==> config.mk <==
export PLATFORM = sky130hd
export DESIGN_NAME = hash_round_sequencer
export DESIGN_NICKNAME = d
export VERILOG_FILES = /design/src/rtl/hash_round_sequencer.sv
export SDC_FILE = /design/constraint.sdc
export NUM_CORES = 1
export LEC_CHECK = 0
export ABC_AREA = 1
export CAP_MARGIN = 15
export CORE_MARGIN = 4
export CORE_UTILIZATION = 40
export CTS_BUF_LIST = sky130_fd_sc_hd__clkbuf_2 sky130_fd_sc_hd__clkbuf_4 sky130_fd_sc_hd__clkbuf_8
export DETAILED_ROUTE_END_ITERATION = 8
export GPL_TIMING_DRIVEN = 0
export SLEW_MARGIN = 15
export SYNTH_ARGS = -nofsm -noshare
export SYNTH_HDL_FRONTEND = slang
export SYNTH_SLANG_ARGS = --single-unit
==> constraint.sdc <==
create_clock -name clk -period 4.6 [get_ports clk]
set_clock_uncertainty 0.2 [all_clocks]
set_input_delay 0.92 -clock clk [delete_from_list [all_inputs] [get_ports clk]]
set_output_delay 0.92 -clock clk [all_outputs]
set_load 0.05 [all_outputs]
==> src/rtl/hash_round_sequencer.sv <==
// hash_round_sequencer
// Sequences the two compression passes of a double-hash nonce search.
// For every nonce in [nonce_base, nonce_limit] (stepping by NONCE_STEP) the
// block runs 64 midstate rounds (en1), 64 double-hash rounds (en2) and one
// CHECK cycle where the downstream comparator reports hit.
//
// Ports
//   clk          single clock, all state on its rising edge
//   rst_n        asynchronous active-low reset
//   start        begin a search (sampled in IDLE only)
//   abort        cancel the search from any state, highest priority
//   nonce_base   first nonce of the inclusive range, captured on start
//   nonce_limit  last nonce of the inclusive range, captured on start
//   early_stop   pass-2 partial-digest reject; ends the attempt as a miss
//   hit          final digest meets target; looked at in CHECK only
//   r_cntr       round index for scheduler/compressor
//   en1, en2     pass-1 / pass-2 compressor enables
//   first_rnd    round 0 of either pass (IV / working-register load)
//   nonce        nonce under test
//   busy         any state except IDLE
//   done         one-cycle completion pulse
//   found        a hit was seen in the last completed search
//   found_nonce  the nonce that produced the hit
module hash_round_sequencer #(
    parameter logic [31:0] NONCE_STEP = 32'd1,
    parameter logic [3:0]  CORE       = 4'b0
) (
    input  logic        clk,
    input  logic        rst_n,
    input  logic        start,
    input  logic        abort,
    input  logic [31:0] nonce_base,
    input  logic [31:0] nonce_limit,
    input  logic        early_stop,
    input  logic        hit,
    output logic [5:0]  r_cntr,
    output logic        en1,
    output logic        en2,
    output logic        first_rnd,
    output logic [31:0] nonce,
    output logic        busy,
    output logic        done,
    output logic        found,
    output logic [31:0] found_nonce
);

    typedef enum logic [2:0] {
        IDLE   = 3'd0,
        PASS1  = 3'd1,
        PASS2  = 3'd2,
        CHECK  = 3'd3,
        FINISH = 3'd4
    } state_t;

    localparam logic [5:0] ROUND_LAST = 6'd63;

    // Core index is carried only so it is visible in netlists for debug.
    logic [3:0] core_unused;
    assign core_unused = CORE;

    state_t      state_reg, state_next;
    logic [5:0]  r_cntr_reg, r_cntr_next;
    logic [31:0] nonce_reg, nonce_next;
    logic [31:0] limit_reg, limit_next;
    logic        found_reg, found_next;
    logic [31:0] found_nonce_reg, found_nonce_next;
    logic        en1_reg, en1_next;
    logic        en2_reg, en2_next;
    logic        first_rnd_reg, first_rnd_next;
    logic        done_reg, done_next;
    logic        busy_reg, busy_next;
    logic        advance;
    logic        last_attempt;

    // Comparing the remaining distance instead of computing nonce+step keeps
    // the exhaustion test correct right up to 32'hFFFFFFFF (no wrap to 0).
    assign last_attempt = (limit_reg - nonce_reg) < NONCE_STEP;

    always_comb begin
        state_next       = state_reg;
        r_cntr_next      = r_cntr_reg;
        nonce_next       = nonce_reg;
        limit_next       = limit_reg;
        found_next       = found_reg;
        found_nonce_next = found_nonce_reg;
        advance          = 1'b0;

        if (abort) begin
            state_next       = IDLE;
            r_cntr_next      = '0;
            found_next       = 1'b0;
            found_nonce_next = '0;
        end else begin
            unique case (state_reg)
                IDLE: begin
                    if (start) begin
                        found_next       = 1'b0;
                        found_nonce_next = '0;
                        r_cntr_next      = '0;
                        if (nonce_base > nonce_limit) begin
                            state_next = FINISH;
                        end else begin
                            state_next = PASS1;
                            nonce_next = nonce_base;
                            limit_next = nonce_limit;
                        end
                    end
                end
                PASS1: begin
                    if (r_cntr_reg == ROUND_LAST) begin
                        state_next  = PASS2;
                        r_cntr_next = '0;
                    end else begin
                        r_cntr_next = r_cntr_reg + 6'd1;
                    end
                end
                PASS2: begin
                    // A partial-digest reject skips CHECK entirely.
                    if (early_stop) begin
                        advance = 1'b1;
                    end else if (r_cntr_reg == ROUND_LAST) begin
                        state_next  = CHECK;
                        r_cntr_next = '0;
                    end else begin
                        r_cntr_next = r_cntr_reg + 6'd1;
                    end
                end
                CHECK: begin
                    if (hit) begin
                        found_next       = 1'b1;
                        found_nonce_next = nonce_reg;
                        state_next       = FINISH;
                    end else begin
                        advance = 1'b1;
                    end
                end
                FINISH: begin
                    state_next = IDLE;
                end
                default: begin
                    state_next  = IDLE;
                    r_cntr_next = '0;
                end
            endcase

            if (advance) begin
                r_cntr_next = '0;
                if (last_attempt) begin
                    state_next = FINISH;
                end else begin
                    state_next = PASS1;
                    nonce_next = nonce_reg + NONCE_STEP;
                end
            end
        end

        // Enables and pulses are decoded from the next state and registered,
        // so the compressor sees clean flop outputs.
        en1_next       = (state_next == PASS1);
        en2_next       = (state_next == PASS2);
        first_rnd_next = ((state_next == PASS1) || (state_next == PASS2))
                         && (r_cntr_next == 6'd0);
        done_next      = (state_next == FINISH);
        busy_next      = (state_next != IDLE);
    end

    always_ff @(posedge clk or negedge rst_n) begin
        if (!rst_n) begin
            state_reg       <= IDLE;
            r_cntr_reg      <= '0;
            nonce_reg       <= '0;
            limit_reg       <= '0;
            found_reg       <= 1'b0;
            found_nonce_reg <= '0;
            en1_reg         <= 1'b0;
            en2_reg         <= 1'b0;
            first_rnd_reg   <= 1'b0;
            done_reg        <= 1'b0;
            busy_reg        <= 1'b0;
        end else begin
            state_reg       <= state_next;
            r_cntr_reg      <= r_cntr_next;
            nonce_reg       <= nonce_next;
            limit_reg       <= limit_next;
            found_reg       <= found_next;
            found_nonce_reg <= found_nonce_next;
            en1_reg         <= en1_next;
            en2_reg         <= en2_next;
            first_rnd_reg   <= first_rnd_next;
            done_reg        <= done_next;
            busy_reg        <= busy_next;
        end
    end

    assign r_cntr      = r_cntr_reg;
    assign en1         = en1_reg;
    assign en2         = en2_reg;
    assign first_rnd   = first_rnd_reg;
    assign nonce       = nonce_reg;
    assign busy        = busy_reg;
    assign done        = done_reg;
    assign found       = found_reg;
    assign found_nonce = found_nonce_reg;

endmodule

=== Word-level counts from Yosys, hierarchy flattened ===
Index checks and enable logic that the tools add are counted.

* Register bits: 111
* Input bits: 70
* Word-level logic and storage cells: 70

* Reduce and logical (&&, ||, !) cells: 9
* Bitwise operators: 2
* $lt $le $gt $ge: 2
* Equal/unequal tests: 10
* Add/subtract/negate cells: 3
* Multiplexer cells: 33

{| class="wikitable"
|+ Operators with widths
! cell !! count
|-
| two-way mux 32 bit || 8
|-
| case mux 32 bit (2 select lines) || 1
|-
| adder 32 x 1 -> 32 bit (second input constant) || 1
|-
| greater-than comparator 32 bit || 1
|-
| less-than comparator 32 x 1 -> 1 bit (second input constant) || 1
|-
| subtractor 32 bit || 1
|-
| two-way mux 6 bit || 5
|-
| two-way mux 3 bit || 9
|-
| case mux 6 bit (4 select lines) || 1
|-
| case mux 3 bit (4 select lines) || 1
|-
| equality test 3 x 2 -> 1 bit (second input constant) || 3
|-
| adder 6 x 1 -> 6 bit (second input constant) || 1
|-
| equality test 3 x 1 -> 1 bit (second input constant) || 2
|-
| equality test 3 bit (second input constant) || 2
|-
| equality test 6 bit (second input constant) || 1
|-
| zero test 6 bit || 1
|-
| two-way mux 1 bit || 6
|-
| != test 3 bit (second input constant) || 2
|-
| nonzero test 3 bit || 2
|-
| case mux 1 bit (2 select lines) || 2
|-
| AND reduction 4 bit || 1
|-
| zero test 3 bit || 1
|-
| AND reduction 3 bit || 1
|-
| NOT 1 bit || 2
|-
| 3 further kinds || 3
|}

=== Depth between registers and ports, before layout ===
* Depth after elaboration: 9
* Mapped depth: 24

=== Worst setup path after synthesis ===
OpenSTA, ideal clock, no wires.

* Kind: flip-flop to flip-flop
* Start: register nonce_reg[1], in the netlist nonce[1]
* End: register nonce_reg[0], in the netlist nonce[0]
* Buffers on the path: 1
* Stages on the path, launching flop included: 22
* Path slack: 1.457 ns
* Data arrival time: 2.825 ns
* Period minus slack after synthesis: 3.143 ns
* Data required time: 4.282 ns
* Path through: dfrtp_1 > inv_1 > fa_1 > nand2_2 > nand2_2 > nand3_2 > nand2_1 > nand2_1 > nand2_1 > nand2_1 > nand2_1 > nand2_1 > nand2_1 > nor2_1 > nand2_1 > nor2_2 > nand3_4 > buf_2 > nand3_1 > nand2_1 > nand2_1 > nand2_1

* Word-level cells in the longest chain between the ends: 4

{| class="wikitable"
|+ RTL lines
! item !! line !! source
|-
| start, declared || 63 || <nowiki>logic [31:0] nonce_reg, nonce_next;</nowiki>
|-
| start signal, assigned || 183 || <nowiki>nonce_reg <= nonce_next;</nowiki>
|-
| subtractor 32 bit || 77 || <nowiki>assign last_attempt = (limit_reg - nonce_reg) < NONCE_STEP;</nowiki>
|-
| less-than comparator 32 x 1 -> 1 bit || 77 ||
|-
| two-way mux 32 bit || 148 || <nowiki>if (last_attempt) begin</nowiki>
|-
| two-way mux 32 bit || 146 || <nowiki>if (advance) begin</nowiki>
|}

Every way passes these cells.
A chain may end at the register's enable or synchronous reset.

=== Final worst setup path ===
* Start: input nonce_base[31]
* End: register limit_reg[22]

* Word-level cells in the longest chain between the ends: 3

{| class="wikitable"
|+ RTL lines
! item !! line !! source
|-
| start, declared || 32 || <nowiki>input logic [31:0] nonce_base,</nowiki>
|-
| greater-than comparator 32 bit || 100 || <nowiki>if (nonce_base > nonce_limit) begin</nowiki>
|-
| NOT 1 bit (no source line) || -- ||
|-
| AND reduction 4 bit (no source line) || -- ||
|-
| end signal, assigned || 184 || <nowiki>limit_reg <= limit_next;</nowiki>
|-
| end, declared || 64 || <nowiki>logic [31:0] limit_reg, limit_next;</nowiki>
|}

Every way passes these cells.

==> flow_summary.json <==
{
  "outcome": "completed",
  "arrival_ns": 4.12,
  "ioPinCount": 146,
  "cts.path.max_buffers": 2,
  "end_kind": "register",
  "placeableCoreArea_um2": 22800,
  "drtAntennaViolNets": 0,
  "io_buffers": 144,
  "cts_buffers": 9,
  "clk_latency_ns": 0.40,
  "synth.distinct_cells": 42,
  "synthXorXnorAreaFrac_pct": 2.90,
  "synthFlopType": "dfrtp_1",
  "required_ns": 4.66,
  "setup_viol": 0,
  "p_int_mw": 2.36,
  "multi_input_area_um2": 5480,
  "drive_above_1_share_pct": 4.37,
  "yosysWarnings": 0,
  "maxSlewHeadroom_pct": 60.1,
  "vias": 9661,
  "seq_area_um2": 2780,
  "cts_tree": "yes",
  "die_w_um": 161,
  "top_layer": "met4",
  "postSynth.asyncResetShare_pct": 100,
  "h-tree-depth": 3,
  "grtUsageTotal_pct": 24.1,
  "worstSetupPathType": "in2reg",
  "layout.cells.non_filler": 1937,
  "fin_crit_sh_pct": 88.1,
  "critPathLaunchType": "input pin",
  "pwr-share-comb_pct": 61.7,
  "synth_compound_area_share_pct": 10.2,
  "gp_congestion": 0.972,
  "clock_sinks": 111,
  "p_per_area_nw_per_um2": 430,
  "crit_fanout": 10,
  "area_delta_synth_final_pct": 22.0,
  "drv_cap": 0,
  "synth_seq_area_share_pct": 29.6,
  "leakage_nw": 5.95,
  "fin_nets": 1755,
  "ys_seq_elements": 111,
  "synthSimpleGateAreaFrac_pct": 36.4,
  "viasPerCell": 4.99,
  "antenna_cells": 0,
  "final_util_pct": 50.1,
  "clkTransAtPathRegs_ns": 0.12,
  "post_cts_resized": 0,
  "cts_hold_buffers": 0,
  "sequentialPowerShare_pct": 25.9,
  "met1_length_um": 15200,
  "max_freq_mhz": 247,
  "grt_pass1_wl_um": 50000,
  "drtIter0Drc": 639,
  "antenna_found_initial": 0,
  "hold_viol_final": 0,
  "wire_per_inst_um": 16.1,
  "switching_share_pct": 52.0,
  "netlist_area_um2": 9380,
  "post-place-cells": 1921,
  "design.die.area_um2": 26000,
  "worstMarginPinSlew_ns": 0.598,
  "grt_pass1_vias": 9486,
  "cts_setup_buffers": 0,
  "setup-tns-final_ns": 0,
  "fp.dieH_um": 161,
  "switchingPower_mw": 2.56,
  "fill_cells": 2462,
  "routed_wl_um": 31100,
  "dr.pass1.iters": 6,
  "min_period_ns": 4.05,
  "syn_inst": 1463,
  "wl_met3_um": 978,
  "num_rows": 55,
  "rsz0062_at_grt": "no",
  "synth.mux.area_fraction_pct": 0,
  "avgSynthCellArea_um2": 6.41,
  "hold_class": "in2async",
  "syn_nets": 1599,
  "grt_max_degree": 67,
  "p_clk_share_pct": 12.4,
  "ir_drop_mv": 0.230,
  "synthAdderAreaFrac_pct": 8.89,
  "initial_core_util_pct": 41.0,
  "synth_edf_count": 0,
  "grt-ovfl-total": 0,
  "dp_hpwl_um": 26100,
  "maxSlewViolCount": 0,
  "wl_met2_um": 13900,
  "cts_root_buf": "clkbuf_8",
  "drc": 0,
  "synth_top_family_by_area": "simple AND/OR/NAND/NOR gates"
}
[metrics by stage]
stage | instance area, µm² | setup slack (ns) | hold WS [ns] | total power, mW
global route | 11400 | 0.338 | 0.252 | 5.41
detailed placement | 11200 | 0.113 | 0.277 | 4.29
CTS | 11400 | 0.532 | 0.234 | 4.92
floorplan | 9380 | 1.46 | 0.257 | 3.44
finish | 11400 | 0.548 | 0.231 | 4.92
global placement | 11200 | -2.10 | 0.271 | 4.27
[cells in the mapped netlist, types with 2 or more instances]
cell,count,area (µm²)
buf_2,8,40.0
nor2_2,9,56.3
o22ai_1,33,206
xor2_1,29,254
o21bai_1,7,52.6
xnor2_1,2,17.5
nand4_1,18,113
o21ai_0,76,380
o211ai_1,2,15.0
nand3_2,3,30.0
clkbuf_1,25,93.8
inv_1,242,908
nor2_1,108,405
nor3_1,20,100
o21a_1,2,15.0
nand2_1,485,1820
a22oi_1,2,15.0
nand3b_1,27,203
inv_2,11,41.3
nand3_1,100,500
nor4_1,6,37.5
ha_1,65,813
a21oi_2,4,35.0
a21oi_1,41,205
dfrtp_1,111,2780
buf_6,3,33.8
nand2_2,9,56.3
[layer usage]
metal | vias to the layer above | track usage (%)
li1 | 4948 | -
met1 | 4450 | 34.2
met2 | 205 | 38.8
met3 | 58 | 2.53
met4 | 0 | 7.91
met5 | - | 0
[final timing paths]
path	slack [ns]	endpoint	start	cells after the start
min	0.23	r_cntr[3]	rst_n	1
min reg2reg	0.30	limit_reg[10]	limit_reg[10]	2
max	0.55	limit_reg[22]	nonce_base[31]	14
max in group asynchronous	3.27	nonce[1]	rst_n	2
min in group clk	0.30	limit_reg[10]	limit_reg[10]	2
max reg2reg	1.03	nonce[25]	nonce[14]	19
[power groups by stage]
stage	logic [mW]	registers, mW	clock network (mW)
finish	3.03	1.28	0.610
global route	3.44	1.30	0.662
CTS	3.02	1.27	0.628
global placement	2.97	1.29	0
floorplan	1.96	1.48	0
detailed placement	3.00	1.29	0
[cell usage in the layout, fill, tap and decap left out, drive strengths merged, types with 13 or more instances in the layout]
cell type        n
nand2          495
inv            256
clkdlybuf4s50  143
nor2           118
dfrtp          111
nand3          104
o21ai           77
ha              65
a21oi           45
clkbuf          35
o22ai           33
xor2            29
nand3b          27
nor3            22
nand4           18
buf             13
[critical path, cell delays in order]
cell             delay (ns)
clkdlybuf4s50_1        0.48
ha_1                   0.33
nand2_1                0.07
nor2_1                 0.14
nand4_1                0.16
nor4_1                 0.40
nand2_1                0.10
nand2_1                0.07
nand2_1                0.11
nand2_1                0.28
inv_2                  0.10
nand2_1                0.34
clkbuf_1               0.44
o21ai_0                0.14
[final cells by class]
type / count / share of cell area, %
buffer: 36 / 1.47
clock buffer: 10 / 1.20
clock inverter: 6 / 0.558
inverter: 254 / 8.33
multi-input combinational: 1062 / 47.9
sequential: 111 / 24.3
tap: 313 / 3.42
timing repair buffer: 145 / 12.9
[logic make-up after synthesis]
family	after synthesis
flip-flops	111
XOR/XNOR	31
adder cells (fa/ha/maj)	66
AO/OA/AOI/OAI	172
AND/OR/NAND/NOR	793
buffers and inverters	290
Power figures use the tool's default switching activity.
